==> src/rtl/mod_counter_if.sv <==
// mod_counter_if -- signal bundle for the general-purpose counter.
//
// Optional feature macro: COUNTER_PRESCALER_EN (adds the prescale field).
//
// Parameters:
//   counter_size  : width of count, modulo, compare and load values (>= 2)
//   prescale_size : width of the prescaler divisor (prescaler builds only)
//
// Signals (direction as seen from the counter, i.e. the slave modport):
//   enable, load, dir, mode, flag_clr : control inputs
//   cnt_in, modulo, cmp_val           : load / terminal / compare values
//   prescale                          : divisor minus 1 (prescaler builds)
//   cnt_out                           : registered count
//   overflow, underflow               : registered one-cycle event pulses
//   sticky                            : event flag, held until flag_clr
//   match                             : combinational cnt_out == cmp_val
interface mod_counter_if #(
  parameter int counter_size  = 8,
  parameter int prescale_size = 4
);

  logic                     enable;
  logic                     load;
  logic                     dir;
  logic                     mode;
  logic                     flag_clr;
  logic [counter_size-1:0]  cnt_in;
  logic [counter_size-1:0]  modulo;
  logic [counter_size-1:0]  cmp_val;
`ifdef COUNTER_PRESCALER_EN
  logic [prescale_size-1:0] prescale;
`endif
  logic [counter_size-1:0]  cnt_out;
  logic                     overflow;
  logic                     underflow;
  logic                     sticky;
  logic                     match;

  // Elaboration-time guard on the widths.
  if (counter_size < 2 || prescale_size < 1) begin : g_bad_width
    $error("mod_counter_if: counter_size must be >= 2 and prescale_size >= 1");
  end

  modport master (
`ifdef COUNTER_PRESCALER_EN
    output prescale,
`endif
    output enable, load, dir, mode, flag_clr, cnt_in, modulo, cmp_val,
    input  cnt_out, overflow, underflow, sticky, match
  );

  modport slave (
`ifdef COUNTER_PRESCALER_EN
    input  prescale,
`endif
    input  enable, load, dir, mode, flag_clr, cnt_in, modulo, cmp_val,
    output cnt_out, overflow, underflow, sticky, match
  );

endinterface

==> src/rtl/mod_counter.sv <==
// mod_counter -- up/down counter with programmable terminal value, wrap or
// saturate mode, overflow/underflow pulses, sticky event flag and compare.
//
// Optional feature macro: COUNTER_PRESCALER_EN (step only on prescaler tick).
//
// Ports:
//   clk   : clock, all state updates on the rising edge
//   res_n : synchronous active-low reset
//   bus   : mod_counter_if.slave bundle (controls in, count/flags out)
//
// Count range is 0..modulo. A count loaded above modulo is treated as out of
// range: the next up step overflows, the next down step snaps to modulo.
module mod_counter #(
  parameter int counter_size  = 8,
  parameter int prescale_size = 4
) (
  input  logic         clk,
  input  logic         res_n,
  mod_counter_if.slave bus
);

  logic [counter_size-1:0] cnt_q, cnt_d;
  logic                    ovf_q, ovf_d;
  logic                    unf_q, unf_d;
  logic                    sticky_q, sticky_d;
  logic                    tick;

  if (counter_size < 2 || prescale_size < 1) begin : g_bad_width
    $error("mod_counter: counter_size must be >= 2 and prescale_size >= 1");
  end

`ifdef COUNTER_PRESCALER_EN
  logic [prescale_size-1:0] psc_q, psc_d;

  // Prescaler advances only on enabled non-load cycles; load restarts phase.
  always_comb begin
    psc_d = psc_q;
    tick  = 1'b0;
    if (bus.load) begin
      psc_d = '0;
    end else if (bus.enable) begin
      if (psc_q == bus.prescale) begin
        psc_d = '0;
        tick  = 1'b1;
      end else begin
        psc_d = psc_q + 1'b1;
      end
    end
  end

  always_ff @(posedge clk) begin
    if (!res_n) psc_q <= '0;
    else        psc_q <= psc_d;
  end
`else
  assign tick = 1'b1;
`endif

  always_comb begin
    cnt_d = cnt_q;
    ovf_d = 1'b0;
    unf_d = 1'b0;
    if (bus.load) begin
      cnt_d = bus.cnt_in;
    end else if (bus.enable && tick) begin
      if (!bus.dir) begin
        if (cnt_q < bus.modulo) begin
          cnt_d = cnt_q + 1'b1;
        end else begin
          ovf_d = 1'b1;
          cnt_d = bus.mode ? bus.modulo : '0;
        end
      end else begin
        if (cnt_q > bus.modulo) begin
          cnt_d = bus.modulo;
        end else if (cnt_q == '0) begin
          unf_d = 1'b1;
          cnt_d = bus.mode ? '0 : bus.modulo;
        end else begin
          cnt_d = cnt_q - 1'b1;
        end
      end
    end
    // An event in the same cycle as a clear keeps the flag set.
    if (ovf_d || unf_d) sticky_d = 1'b1;
    else if (bus.flag_clr) sticky_d = 1'b0;
    else sticky_d = sticky_q;
  end

  always_ff @(posedge clk) begin
    if (!res_n) begin
      cnt_q    <= '0;
      ovf_q    <= 1'b0;
      unf_q    <= 1'b0;
      sticky_q <= 1'b0;
    end else begin
      cnt_q    <= cnt_d;
      ovf_q    <= ovf_d;
      unf_q    <= unf_d;
      sticky_q <= sticky_d;
    end
  end

  assign bus.cnt_out   = cnt_q;
  assign bus.overflow  = ovf_q;
  assign bus.underflow = unf_q;
  assign bus.sticky    = sticky_q;
  assign bus.match     = (cnt_q == bus.cmp_val);

endmodule

==> src/flat_wrapper.sv <==
// flat-port wrapper written by rule: the top's interface ports become plain ports
module mod_counter_flat 
#(
  parameter int counter_size  = 8,
  parameter int prescale_size = 4
)
  (clk, res_n, bus_enable, bus_load, bus_dir, bus_mode, bus_flag_clr, bus_cnt_in, bus_modulo, bus_cmp_val, bus_cnt_out, bus_overflow, bus_underflow, bus_sticky, bus_match);
  mod_counter_if #(.counter_size(counter_size), .prescale_size(prescale_size)) bus_i ();
  input  logic clk;
  input  logic res_n;
  input wire logic [$bits(bus_i.enable)-1:0] bus_enable;
  input wire logic [$bits(bus_i.load)-1:0] bus_load;
  input wire logic [$bits(bus_i.dir)-1:0] bus_dir;
  input wire logic [$bits(bus_i.mode)-1:0] bus_mode;
  input wire logic [$bits(bus_i.flag_clr)-1:0] bus_flag_clr;
  input wire logic [$bits(bus_i.cnt_in)-1:0] bus_cnt_in;
  input wire logic [$bits(bus_i.modulo)-1:0] bus_modulo;
  input wire logic [$bits(bus_i.cmp_val)-1:0] bus_cmp_val;
  output wire logic [$bits(bus_i.cnt_out)-1:0] bus_cnt_out;
  output wire logic [$bits(bus_i.overflow)-1:0] bus_overflow;
  output wire logic [$bits(bus_i.underflow)-1:0] bus_underflow;
  output wire logic [$bits(bus_i.sticky)-1:0] bus_sticky;
  output wire logic [$bits(bus_i.match)-1:0] bus_match;
  assign bus_i.enable = bus_enable;
  assign bus_i.load = bus_load;
  assign bus_i.dir = bus_dir;
  assign bus_i.mode = bus_mode;
  assign bus_i.flag_clr = bus_flag_clr;
  assign bus_i.cnt_in = bus_cnt_in;
  assign bus_i.modulo = bus_modulo;
  assign bus_i.cmp_val = bus_cmp_val;
  assign bus_cnt_out = bus_i.cnt_out;
  assign bus_overflow = bus_i.overflow;
  assign bus_underflow = bus_i.underflow;
  assign bus_sticky = bus_i.sticky;
  assign bus_match = bus_i.match;
  mod_counter #(.counter_size(counter_size), .prescale_size(prescale_size)) u_core (.clk(clk), .res_n(res_n), .bus(bus_i));
endmodule
==> config.mk <==
export PLATFORM = sky130hd
export DESIGN_NAME = mod_counter_flat
export DESIGN_NICKNAME = d
export VERILOG_FILES = /design/src/rtl/mod_counter_if.sv /design/src/rtl/mod_counter.sv /design/src/flat_wrapper.sv
export SDC_FILE = /design/constraint.sdc
export NUM_CORES = 1
export LEC_CHECK = 0
export CAP_MARGIN = 0
export CORE_UTILIZATION = 49
export CTS_BUF_LIST = sky130_fd_sc_hd__clkbuf_2
export DETAILED_ROUTE_END_ITERATION = 12
export HOLD_SLACK_MARGIN = 0.06
export MAX_ROUTING_LAYER = met4
export PLACE_DENSITY = 0.83
export SLEW_MARGIN = 40
export SYNTH_ARGS = -nofsm -noshare
export SYNTH_HDL_FRONTEND = slang
export SYNTH_SLANG_ARGS = --single-unit
==> constraint.sdc <==
create_clock -name clk -period 3.4 [get_ports clk]
set_input_delay 1.02 -clock clk [delete_from_list [all_inputs] [get_ports clk]]
set_output_delay 1.02 -clock clk [all_outputs]
set_load 0.005 [all_outputs]
Word level (Yosys, flattened, before mapping)
Index checks and enable logic that the tools add are counted.
Storage, ports and cells
  word-level logic and storage cells: 32
  memory bits (read-only): 0
  bits in latches: 0
  bits in writable memories: 0
  input port bits: 31
  memories kept: 0
  output and inout bits: 12
  bits in registers: 11
Cells by class
  muxes and demuxes: 19
  shift operators: 0
  add/sub/neg operators: 2
  $mul: 0
  eq/ne operators: 1
  order comparisons: 2
  reductions and logical operators: 4
  bitwise operators: 0
  divide/modulo/power cells: 0
Operator list (number)
  8-bit two-way mux: 8
  1-bit two-way mux: 11
  8-bit by 1-bit adder with 8-bit output, second input constant: 1
  8-bit equality test: 1
  8-bit > comparator: 1
  8-bit zero test: 1
  8-bit less-than comparator: 1
  8-bit by 1-bit subtractor with 8-bit output, second input constant: 1
  2-bit nonzero test: 2
  1-bit logical OR: 1

Depth between registers and ports, before layout
  depth after elaboration: 8
  mapped depth: 10
  depth with buffers taken out: 8

Worst setup path after synthesis
No wires, ideal clock.
  path type: input-to-reg
  start: input bus_modulo[1]
  end: register u_core.cnt_q[4], in the netlist u_core.bus.cnt_out[4]
  path slack: 242 ps
  arrival: 3054 ps
  path buffers: 1
  setup time: 103 ps
  required time: 3297 ps
  stages on the path: 9
  cell sequence: inv_1 -> ha_1 -> nor2b_1 -> o211a_1 -> o21ai_1 -> and2_2 -> clkbuf_1 -> mux2_2 -> a2111oi_2
Between the ends
  word-level cells in the longest chain between the ends: 5
  elaborated cells between the ends (all ways): 7
  those cells by class: order compare (2); mux (5)
RTL lines
  start: declaration: RTL line flat_wrapper.sv:17  | input wire logic [$bits(bus_i.modulo)-1:0] bus_modulo;
  8-bit less-than comparator or 8-bit > comparator (tied branches): RTL line mod_counter.sv:67, mod_counter.sv:74
  8-bit two-way mux, on equally long branches: RTL line mod_counter.sv:67, mod_counter.sv:74
  8-bit two-way mux *: RTL line mod_counter.sv:66  | if (!bus.dir) begin
  8-bit two-way mux *: RTL line mod_counter.sv:65  | end else if (bus.enable && tick) begin
  8-bit two-way mux *: RTL line mod_counter.sv:63  | if (bus.load) begin
  end signal: assignment: RTL line mod_counter.sv:97  | cnt_q <= cnt_d;
  end: declaration: RTL line mod_counter.sv:22  | logic [counter_size-1:0] cnt_q, cnt_d;
Every way passes the cells marked *; elsewhere a longest branch is shown, timed or not. The select of a mux whose other input is x is not followed.
A chain may end at the register's enable or synchronous reset.

Worst setup path in the final report
  start: input bus_modulo[5]
  end: register u_core.cnt_q[4], in the netlist u_core.bus.cnt_out[4]
The elaborated chain is that of the path after synthesis.

==> results <==
- The flow ran to the end, and the final reports show no timing, DRC or antenna violations.
- After layout, the worst path uses a little over nine tenths of the clock period.
- The adder-cell area share of the yosys netlist is about a tenth.
- The CTS buffer count is 3.
- On the worst path, the slowest cell contributes a delay of roughly 480 ps.
- The area of the mapped netlist is 1410 sq um.
- The count of state elements after synthesis is 11.
- Overall power consumption after layout is estimated at approximately 560 uW.
- The post-cts sizing count is 1.
- The post-synthesis compound-gate area fraction is between 20 and 30%.
- The post-layout minimum cycle time is ~3200 ps.
- Walking the worst path, the cells encountered are clkdlybuf4s50_1 > inv_1 > ha_1 > a211o_1 > a21oi_4 > or3b_4 > a22o_2 > a221oi_2 > a2111oi_2.
- The top-level port count is between 40 and 50.
- The synthesized instance count is 190.
- Synthesis produced a netlist with a net count of 232.
- The critical path contains buffers and inverters numbering 2 combined.
- The number of DRC markers in iteration 0 is 69.
- The die covers slightly above 3000 sq um.
- The first detailed-routing pass ran for 4 iterations.
- The part of the power in combinational logic is 54.0%.
- The number of setup violations in the final report is 0.
- For this design, the sink count on the clock tree is 11.
- The first global-routing pass estimated about 7 mm of wire.
- The worst-path maximum fanout is 6.
- The instance count after placement with tap cells included is between 200 and 300.
- Power spread over the standard cell area amounts to about 290 nW/um^2.
- The number of standard cells in the layout, taps in and fillers out is roughly 270.
- The tool flagged a number of max-cap violations equal to 0.
- Timing analysis after detailed placement gives a worst setup slack of -154 ps.
- The post-synthesis cell type count is 45.
- For the final database, setup skew stands at 2.04 ps.
- The routed design has 4.35 mm of wire.
- The count of inserted antenna diode cells is 0.
- The post-layout worst setup margin is 161 ps.
- For the pin with the worst max-slew slack, the measured transition is between 600 and 700 ps.
- In this run the vertical extent of the chip is around 56 um.
- The simple-gate area share of the yosys netlist is about a quarter.
- The number of global-route vias before repair is 1,555.
- The ratio of cells with drive above 1 in the final layout is 14.3%.
- The worst setup path is launched from a primary input.
- Relative to the synthesized area, the layout overhead comes to 38.3%.
- The maximum operating frequency is 309 MHz.
- Each instance of the synthesized netlist takes up on average about 7.4 sq um.
- The number of pins with negative max-slew slack in the final report is 0.
- Of the total power, registers draw 30.5%.
- Among all flip-flop cells after synthesis, the most frequent one is dfxtp_1.
- The combinational family with the most area after synthesis is compound AO/OA/AOI/OAI gates.
- The switching power of the nets is 230 uW.
- The number of input and output port buffers inserted is between 40 and 50.
- VDD sags by at most 234 uV.
- The clock latency on the worst-skew pair is approximately 290 ps.
- In this run the clock root is driven by a clkbuf_2.
- The count of nets after finishing is 280.
- In this run, post-CTS hold repair placed 0 buffers.
- In this design, the largest share of critical-path delay is due to compound AO/OA/AOI/OAI gates.
- The floorplan has 19 rows.
- The post-placement cell area is between 1500 and 2000 sq um.
- The routed wirelength normalized by instance count is between 15 and 20 um.
- The global-route usage over all layers is 29.6%.
- The horizontal extent of the die is between 50 and 60 um.
- After routing the design area is about 2000 sq um.
- Measured against its own limit, the worst slew margin works out to 59.7%.
- For this run, the number of Yosys warnings is 0.
- Summing the areas of all xor and xnor instances in the mapped netlist gives 11.8% of the synthesized area.
- Entering global routing, the biggest net connects 14 pins.
- The starting density of the core is between 50% and 60%.
- Per report_power, the clock group accounts for approximately 16% of the total.
- Summed over all layers, the global routing overflow is 0.
- The number of flops mapped to enable cells by yosys is 0.
- In this run the standard cell core region covers ~2700 sq um.
- Multiplexer cells account for 3.10% of the synthesized area.
- The HPWL after detailed placement is ~3.3 mm.
- The slowest stage of the critical path belongs to the cell clkdlybuf4s50_1.
- For the worst setup path, the data required time is approximately 3600 ps.
- The fraction of registers with async set or reset after synthesis is 0%.
- In this run switching power makes up approximately 40% of total power.
- Data on the critical path arrives at its endpoint at approximately 3400 ps.
- The count of unresolved DRC violations after routing is 0.
- The routed layout has around 1,600 vias.
- The depth of the CTS H-tree is 1.
- Setup repair after global routing left no endpoint under its margin.
- The residual antenna-violating net count after detailed routing is 0.
- The average vias per placed instance is a little over 6.
- The worst hold path belongs to the class register to register.
- Sequential cells were found to cover around 16% of the synthesized design area.
- TritonCTS built the clock tree.
- The maximum count of clock buffers along a single path is 2.
- The count of final hold-check violations is 0.
- The type of destination of the critical path is a register.
- The total setup buffers inserted after CTS is 0.
- The congestion estimate from routability-driven global placement came to between 0.9 and 1.
- Summed over all cells, the static leakage comes to a little over 0.8 nW.
- Internal power comes to approximately 330 uW.
- The number of antenna violations at the first check in global routing is 0.
- After clock tree synthesis, the clock-pin slew on the worst setup and hold paths is ~130 ps.
- The critical path class is primary input to register.
==> cell usage after synthesis (2+ instances only) <==
| cell type | count | area, sq um |
|---|---|---|
| nand2_1 | 8 | 30.0 |
| a21oi_4 | 2 | 32.5 |
| o21a_1 | 2 | 15.0 |
| o21ai_0 | 8 | 40.0 |
| xnor2_1 | 14 | 123 |
| nand4_1 | 4 | 25.0 |
| o22ai_1 | 2 | 12.5 |
| clkbuf_1 | 13 | 48.8 |
| a211oi_1 | 4 | 30.0 |
| a221oi_2 | 2 | 30.0 |
| o211a_1 | 2 | 20.0 |
| nor2_1 | 11 | 41.3 |
| and3_1 | 3 | 18.8 |
| a31oi_1 | 7 | 43.8 |
| a2111oi_2 | 2 | 30.0 |
| nand3_1 | 17 | 85.1 |
| nand2b_1 | 2 | 12.5 |
| mux2_2 | 3 | 33.8 |
| nor2b_1 | 4 | 25.0 |
| nor3_1 | 3 | 15.0 |
| and4_1 | 2 | 17.5 |
| dfxtp_1 | 11 | 220 |
| a21oi_1 | 11 | 55.1 |
| xor2_1 | 5 | 43.8 |
| inv_1 | 17 | 63.8 |
| ha_1 | 11 | 138 |
| a311oi_1 | 2 | 17.5 |
==> tightest hold or removal path, cell delays in order (launching register included) <==
cell and delay, ps:
dfxtp_1 350, nor2b_1 130, a21oi_1 50, o22ai_1 150
==> layer usage <==
| metal | global-route usage (%) | wire, um | vias to the layer above |
|---|---|---|---|
| met2 | 47.8 | 2030 | 94 |
| met1 | 35.7 | 1850 | 745 |
| met3 | 6.28 | 362 | 17 |
| met4 | 12.5 | 110 | 0 |
| li1 | - | - | 777 |
| met5 | - | 0 | - |
==> state kept, by name, indices dropped and copies added, names as in the netlist <==
signal                count
u_core.bus.cnt_out        8
u_core.bus.overflow       1
u_core.bus.sticky         1
u_core.bus.underflow      1
==> power groups by stage <==
stage,combinational (mW),sequential (mW),clock (mW)
global route,0.329,0.173,0.0931
finish,0.303,0.171,0.0869
global placement,0.290,0.173,0
detailed placement,0.298,0.173,0
CTS,0.299,0.171,0.0875
floorplan,0.196,0.152,0
==> cells in the final DEF, fill, tap and decap left out, types with 2 or more instances in the layout <==
master,instances
dfxtp_1,11
a31oi_1,7
nand4_1,4
a221oi_2,2
a21oi_1,11
xor2_1,5
a21oi_4,2
o21ai_0,8
buf_4,16
xnor2_1,14
o21a_1,2
a2111oi_2,2
nor2_1,11
a311oi_1,2
a211oi_1,4
and4_1,2
nor2b_1,4
clkdlybuf4s50_1,41
inv_1,17
nor3_1,3
nand3_1,17
o22ai_1,2
nand2_1,8
o211a_1,2
mux2_2,3
clkbuf_2,4
and3_1,3
ha_1,11
nand2b_1,2
==> worst paths after layout <==
check | start | end | slack [ps] | cells after the start
worst max-delay path | bus_modulo[5] | u_core.bus.cnt_out[4] | 160 | 9
worst min-delay path | u_core.bus.sticky | u_core.bus.sticky | 730 | 3
worst max register to register | u_core.bus.cnt_out[5] | u_core.bus.cnt_out[4] | 810 | 7
worst min register to register | u_core.bus.sticky | u_core.bus.sticky | 730 | 3
==> kinds of logic (layout without fill, tap and decap cells) <==
family,count (synthesis),count (layout)
AOI/OAI and AO/OA,52,52
xor gates and xnor gates,19,19
and+or+nand+nor,61,61
buffers and inverters,32,79
adders and majority gates,11,11
DFF,11,11
muxes,4,4
==> cell type report <==
type | instances | area (sq um)
clock buffer | 4 | 20.0
sequential | 11 | 220
inverter | 17 | 63.8
tap | 31 | 38.8
fill | 227 | 782
multi-input combinational | 147 | 1070
timing repair buffer | 58 | 539
==> through the flow <==
stage	TNS [ps]	hold slack, ps	util, %
floorplan	0	621	-
global placement	-130	675	70.7
detailed placement	-516	713	70.7
CTS	0	732	71.4
global route	0	781	71.4
finish	0	734	71.4
Power figures use the tool's default switching activity.
